`src/rtl/truth_table_sweeper.sv`:
```
// -----------------------------------------------------------------------------
// truth_table_sweeper
//
// Exhaustive stimulus/checker engine for a combinational function of N_IN
// inputs. On start it walks every input combination (binary or Gray order),
// holds each vector for HOLD_CYCLES clocks, samples dut_f on the last cycle of
// the dwell and compares it with EXPECTED[vec_out]. The sweep reports the
// number of mismatching vectors and the first failing vector.
//
// Ports
//   clk              in   system clock, rising edge
//   rst_n            in   asynchronous active-low reset
//   start            in   one-cycle sweep request, honoured in IDLE only
//   gray_mode        in   0 = binary order, 1 = Gray order (latched at start)
//   dut_f            in   output of the function under test
//   vec_out          out  [N_IN-1:0] registered vector to the DUT, MSB = input A
//   busy             out  high for the whole sweep (2**N_IN * HOLD_CYCLES cycles)
//   sample_strobe    out  high on the cycle dut_f is sampled
//   done             out  one-cycle pulse at the end of the sweep
//   err_count        out  [N_IN:0] mismatching vectors in the last sweep
//   first_err_valid  out  a mismatch has been recorded
//   first_err_vec    out  [N_IN-1:0] vec_out of the first mismatch
// -----------------------------------------------------------------------------
module truth_table_sweeper #(
    parameter int                      N_IN        = 4,
    parameter int                      HOLD_CYCLES = 20,
    parameter logic [(1<<N_IN)-1:0]    EXPECTED    = '0
) (
    input  logic            clk,
    input  logic            rst_n,
    input  logic            start,
    input  logic            gray_mode,
    input  logic            dut_f,
    output logic [N_IN-1:0] vec_out,
    output logic            busy,
    output logic            sample_strobe,
    output logic            done,
    output logic [N_IN:0]   err_count,
    output logic            first_err_valid,
    output logic [N_IN-1:0] first_err_vec
);

    localparam int              HOLD_W    = $clog2(HOLD_CYCLES);
    localparam logic [HOLD_W-1:0] HOLD_LAST = HOLD_W'(HOLD_CYCLES - 1);
    localparam logic [N_IN-1:0] IDX_LAST  = '1;

    typedef enum logic [1:0] {
        S_IDLE = 2'd0,
        S_RUN  = 2'd1,
        S_FIN  = 2'd2
    } state_t;

    state_t              state_q, state_d;
    logic [N_IN-1:0]     idx_q, idx_d;
    logic [HOLD_W-1:0]   hold_q, hold_d;
    logic                gray_q, gray_d;
    logic [N_IN-1:0]     vec_q, vec_d;
    logic                busy_q, busy_d;
    logic                done_q, done_d;
    logic [N_IN:0]       err_q, err_d;
    logic                fev_valid_q, fev_valid_d;
    logic [N_IN-1:0]     fev_q, fev_d;

    logic                strobe;
    logic [N_IN-1:0]     idx_inc;
    logic [N_IN-1:0]     vec_next;

    // Sequence position -> vector value. In Gray mode consecutive vectors
    // differ in exactly one input bit.
    function automatic logic [N_IN-1:0] map_vec(input logic [N_IN-1:0] idx,
                                                 input logic            use_gray);
        return use_gray ? (idx ^ (idx >> 1)) : idx;
    endfunction

    assign idx_inc  = idx_q + 1'b1;
    assign vec_next = map_vec(idx_inc, gray_q);

    always_comb begin
        state_d     = state_q;
        idx_d       = idx_q;
        hold_d      = hold_q;
        gray_d      = gray_q;
        vec_d       = vec_q;
        busy_d      = busy_q;
        done_d      = 1'b0;
        err_d       = err_q;
        fev_valid_d = fev_valid_q;
        fev_d       = fev_q;
        strobe      = 1'b0;

        case (state_q)
            S_IDLE: begin
                if (start) begin
                    state_d     = S_RUN;
                    idx_d       = '0;
                    hold_d      = '0;
                    gray_d      = gray_mode;
                    vec_d       = '0;
                    busy_d      = 1'b1;
                    err_d       = '0;
                    fev_valid_d = 1'b0;
                    fev_d       = '0;
                end
            end

            S_RUN: begin
                hold_d = hold_q + 1'b1;
                if (hold_q == HOLD_LAST) begin
                    strobe = 1'b1;
                    hold_d = '0;
                    // Expected bit is selected by the vector value itself,
                    // so Gray ordering needs no table remapping.
                    if (dut_f != EXPECTED[vec_q]) begin
                        err_d = err_q + 1'b1;
                        if (!fev_valid_q) begin
                            fev_valid_d = 1'b1;
                            fev_d       = vec_q;
                        end
                    end
                    if (idx_q == IDX_LAST) begin
                        // Last vector stays on vec_out after the sweep.
                        state_d = S_FIN;
                        busy_d  = 1'b0;
                        done_d  = 1'b1;
                    end else begin
                        idx_d = idx_inc;
                        vec_d = vec_next;
                    end
                end
            end

            S_FIN: begin
                state_d = S_IDLE;
            end

            default: begin
                state_d = S_IDLE;
            end
        endcase
    end

    always_ff @(posedge clk or negedge rst_n) begin
        if (!rst_n) begin
            state_q     <= S_IDLE;
            idx_q       <= '0;
            hold_q      <= '0;
            gray_q      <= 1'b0;
            vec_q       <= '0;
            busy_q      <= 1'b0;
            done_q      <= 1'b0;
            err_q       <= '0;
            fev_valid_q <= 1'b0;
            fev_q       <= '0;
        end else begin
            state_q     <= state_d;
            idx_q       <= idx_d;
            hold_q      <= hold_d;
            gray_q      <= gray_d;
            vec_q       <= vec_d;
            busy_q      <= busy_d;
            done_q      <= done_d;
            err_q       <= err_d;
            fev_valid_q <= fev_valid_d;
            fev_q       <= fev_d;
        end
    end

    assign vec_out         = vec_q;
    assign busy            = busy_q;
    assign sample_strobe   = strobe;
    assign done            = done_q;
    assign err_count       = err_q;
    assign first_err_valid = fev_valid_q;
    assign first_err_vec   = fev_q;

endmodule

```
`config.mk`:
```
export PLATFORM = sky130hd
export DESIGN_NAME = truth_table_sweeper
export DESIGN_NICKNAME = d
export VERILOG_FILES = /design/src/rtl/truth_table_sweeper.sv
export SDC_FILE = /design/constraint.sdc
export NUM_CORES = 1
export LEC_CHECK = 0
export CAP_MARGIN = 10
export CORE_MARGIN = 2
export CORE_UTILIZATION = 30
export DETAILED_ROUTE_END_ITERATION = 10
export SETUP_SLACK_MARGIN = 0.2
export SYNTH_ARGS = -nofsm -noshare
export SYNTH_HDL_FRONTEND = slang
export SYNTH_SLANG_ARGS = --single-unit
```
`constraint.sdc`:
```
create_clock -name clk -period 1.75 [get_ports clk]
set_input_delay 0.35 -clock clk [delete_from_list [all_inputs] [get_ports clk]]
set_output_delay 0.35 -clock clk [all_outputs]
set_load 0.005 [all_outputs]
```
=== Yosys cells after proc, flatten, opt, wreduce, memory -nomap -nowiden ===
Memory sizes are Yosys's and may differ from the RTL's.
Index checks and enable logic that the tools add are counted.

* Register bits after elaboration: 28
* Bits in read-only memories: 16
* Input port bits: 5
* Output and inout port bits: 17
* Memories kept: 1

{| class="wikitable"
|+ Memories
! memory !! depth !! width !! read ports !! clocked after Yosys merged registers in !! wr ports !! line !! text
|-
| (name not given) || 16 || 1 || 1 || 0 || 0 || 113 || <nowiki>if (dut_f != EXPECTED[vec_q]) begin</nowiki>
|}

* Add/sub/neg operators: 3
* $lt $le $gt $ge: 1
* Equality and inequality tests: 10
* Mux-type cells: 36
* Bitwise logic cells: 1
* Reduce and logical (&&, ||, !) cells: 9

{| class="wikitable"
|+ Operators with widths
! operator !! number
|-
| $mux 4 || 9
|-
| $pmux 4 s2 || 3
|-
| $mux 5 || 4
|-
| $pmux 5 s2 || 2
|-
| $mux 1 || 12
|-
| $ne 2x2->1 const B || 6
|-
| $reduce_and 4->1 || 3
|-
| $add 5x1->5 const B || 2
|-
| $mux 2 || 3
|-
| $eq 5x5->1 const B || 1
|-
| $lt 4x5->1 const B || 1
|-
| $reduce_and 5->1 || 1
|-
| $add 4x1->4 const B || 1
|-
| $eq 4x4->1 const B || 1
|-
| $pmux 1 s2 || 2
|-
| $pmux 2 s2 || 1
|-
| $reduce_and 2->1 || 2
|-
| $xor 4x3->4 || 1
|-
| $reduce_and 3->1 || 1
|-
| $eq 2x1->1 const B || 1
|-
| $logic_not 2->1 || 1
|-
| $reduce_bool 2->1 || 1
|-
| $ne 1x1->1 || 1
|}

=== Depth between registers and ports, before layout ===
* Depth in word-level cells: 6
* Depth in mapped cells: 6

=== Least setup slack after synthesis ===
Ideal clock, no wire load.

* Path kind: reg2reg
* From: register hold_q[0]
* To: register fev_q[3] (netlist: first_err_vec[3])
* Setup time: 0.121 ns
* Arrival time: 1.556 ns
* Data required time: 1.629 ns
* Path slack: 0.073 ns
* Cell stages (with the launch flop): 7
* Path buffers: 1
* Clock period less this slack: 1.677 ns
* Path through: dfrtp_1 -> ha_1 -> nand4bb_1 -> buf_2 -> or3_4 -> a22o_1 -> a22o_1

* Longest elaborated chain between the ends: 3

{| class="wikitable"
|+ Ends and longest elaborated chain
! element !! line !! text
|-
| start, declared || 55 || <nowiki>logic [HOLD_W-1:0] hold_q, hold_d;</nowiki>
|-
| start signal, assigned || 157 || <nowiki>hold_q <= hold_d;</nowiki>
|-
| $eq 5x5->1 || 108 || <nowiki>if (hold_q == HOLD_LAST) begin</nowiki>
|-
| $ne 2x2->1 (no line) || - ||
|-
| $reduce_and 5->1 (no line) || - ||
|-
| end signal, assigned || 164 || <nowiki>fev_q <= fev_d;</nowiki>
|-
| end, declared || 62 || <nowiki>logic [N_IN-1:0] fev_q, fev_d;</nowiki>
|}

Every way passes these cells.
A chain may end at the register's enable or synchronous reset.

=== Worst setup path in the final report ===
* From: register hold_q[1]
* To: register fev_q[0] (netlist: first_err_vec[0])

Same word-level chain as after synthesis.

==> qor.txt <==
maximum VDD drop: 242 uV
vias in the first global route: 1239
Crit Path Max Fanout: 4
#FFs+latches synth: 27
cell leakage power: 0.910 nW
final hold vios: 0
Fillers: 392
Post-Syn Area: 1380 sq um
total CTS buffers: 3
Tcrit/Tclk final: 0.985
first-pass GRT wire length: 5570 microns
die area: 5170 sq um
sw frac: 0.214
Synth area leader: dfrtp_1
Tightest Hold Check Type: input pin to async pin
Core Box Area: 4380 sq um
Total GRT Usage: 0.133
largest net degree at the start of global routing: 28
# setup viols final: 0
DRT iter0 DRCs: 54
# diodes: 0
clock skew: 0.00590 ns
Power Total: 1.08 mW
Syn Area/Cell: 10.4 sq um
Clock Latency Late Sink: 0.27 ns
placed cell count: 218
main area contributors after synthesis: dfrtp_1, a22o_1, o21ai_0
Final Net Count: 198
H-tree Lvls: 1
Worst Tran Pin Value: 0.346 ns
gp weighted congestion: 0.812
Sum Neg Setup Slack: 0 ns
fin crit period: 1.72 ns
commonest non-fill, non-tap cell in the layout: buf_4
max_cap viols: 0
WL/cell: 14.1 microns
Vias/cell: 5.13
post-synth top area share: 0.489
most frequent cells in the layout: buf_4, dfrtp_1, clkdlybuf4s50_1
status: finished clean
clock power share: 0.325
RSZ-0062 raised after global routing: yes
M1 wire length: 1510 microns
post-DP HPWL: 2300 microns
Crit Path Class: flop to flop
drt drc: 0
die width: 71.9 microns
DRT antenna net count: 0
worst hold margin: 0.445 ns
Syn Inst Count: 133
met3 WL: 119 microns
Seq/Total Area, Yosys: 0.489
root buffer cell: clkbuf_8
clock sinks: 27
Rel. slew slack: 0.769
Vias: 1236
Comb pwr share: 0.081
Top Ports: 22
cell-internal power: 0.846 mW
fin cells: 241
Switch Pwr: 0.230 mW
critical path endpoint category: flop
IO Port Bufs: 21
Sequential Power Share: 0.595
layout cells sized above 1: 0.339
Max Slew Vio Count: 0
Post-Route WL: 3410 microns
Post-Syn Nets: 141
First-pass DRT Iterations: 4
top sig layer: met4
Die Y: 71.9 microns
Yosys cell types: 36
pwr dens: 517 nW/um^2
CP startpoint kind: flop
CTS tree: yes
Initial Util: 0.315
row count: 24
antenna violations before repair: 0
grt ovf: 0
fmax: 580 MHz
CTS Buffer Depth: 2
Yosys warnings: 0
met2 WL: 1770 microns
Worst EP arrival: 1.88 ns
CP Data Required Time: 1.91 ns
Layout area overhead: 50.6%
CTS clk-pin slew, worst paths: 0.09 ns
## metrics by stage
step	setup WS (ns)	util	area (sq um)
floorplan	0.127	-	1400
global placement	-0.127	0.406	1780
detailed placement	-0.141	0.406	1780
CTS	0.0397	0.438	1920
global route	-0.0316	0.475	2080
finish	0.0263	0.475	2080
## power by group through the flow
stage          logic [mW]  clock network, mW  registers, mW
5_1_grt            0.0965              0.390          0.642
3_3_place_gp       0.0699                  0          0.656
6_report           0.0868              0.349          0.640
2_1_floorplan      0.0202                  0          0.656
4_1_cts            0.0795              0.365          0.642
3_5_place_dp       0.0711                  0          0.657
## synth_stat cells (all sizes together)
library cell and count:
dfrtp 27, o21ai 14, nand3 12, a22o 10, nand2 8, a21oi 5, nor2 5, clkbuf 4
inv 4, mux2 4, o2bb2ai 4, buf 3, ha 3, mux2i 3, nor3 3, xor2 3
a21o 2, nand4 2, or3 2, xnor2 2, a211o 1, a22oi 1, a32o 1, and2b 1
and4b 1, and4bb 1, nand2b 1, nand4bb 1, nor4 1, o211ai 1, o31ai 1, or2 1
or3b 1
## registers in the layout, summed over array words and instances (netlist names)
register         cells
err_count            5
hold_q               5
first_err_vec        4
idx_q                4
vec_out              3
state_q              2
busy                 1
done                 1
first_err_valid      1
gray_q               1
## worst max-delay path: stages (launching register included)
cell and delay (ns):
dfrtp_1 0.40, ha_4 0.15, nand4bb_1 0.16, buf_6 0.17
or3_4 0.34, a22o_1 0.22, a22o_1 0.18
## area by class of cell
class	instances	area, sq um	area share
Sequential cell	27	677	0.325
Multi-Input combinational cell	95	761	0.365
Tap cell	52	65.1	0.0312
Timing Repair Buffer	59	519	0.249
Clock buffer	4	45.0	0.0216
Inverter	4	15.0	0.00721
## cells by family after synthesis
family	synth area share
adder cells (fa/ha/maj)	0.0272
XOR/XNOR	0.0317
multiplexers	0.0543
buffers and inverters	0.0344
AO/OA/AOI/OAI	0.198
AND/OR/NAND/NOR	0.166
flip-flops	0.489
## per-layer routing
metal / vias up / GRT usage
met5: - / 0
met2: 18 / 0.229
met1: 610 / 0.171
li1: 606 / -
met3: 2 / 0.0253
met4: 0 / 0.0356
## worst paths after layout
kind / from / to / slack (ns) / cells after the start
setup / recovery: hold_q[1] / first_err_vec[0] / 0.03 / 6
hold / removal: rst_n / hold_q[4] / 0.45 / 2
setup reg to reg: hold_q[1] / first_err_vec[0] / 0.03 / 6
hold reg to reg: vec_out[1] / vec_out[1] / 0.55 / 2
max in group asynchronous: rst_n / idx_q[3] / 1.02 / 2
min in group clk: vec_out[1] / vec_out[1] / 0.55 / 2
## timing repair
action,in CTS,in global routing
endpoints found under the setup margin,19,30
endpoints found under the hold margin,0,0
gates resized for setup,14,24
gates cloned,0,1
hold buffers,0,0
pin swaps,1,6
buffers inserted,9,9
No activity file was read; power rests on OpenSTA's default activity.
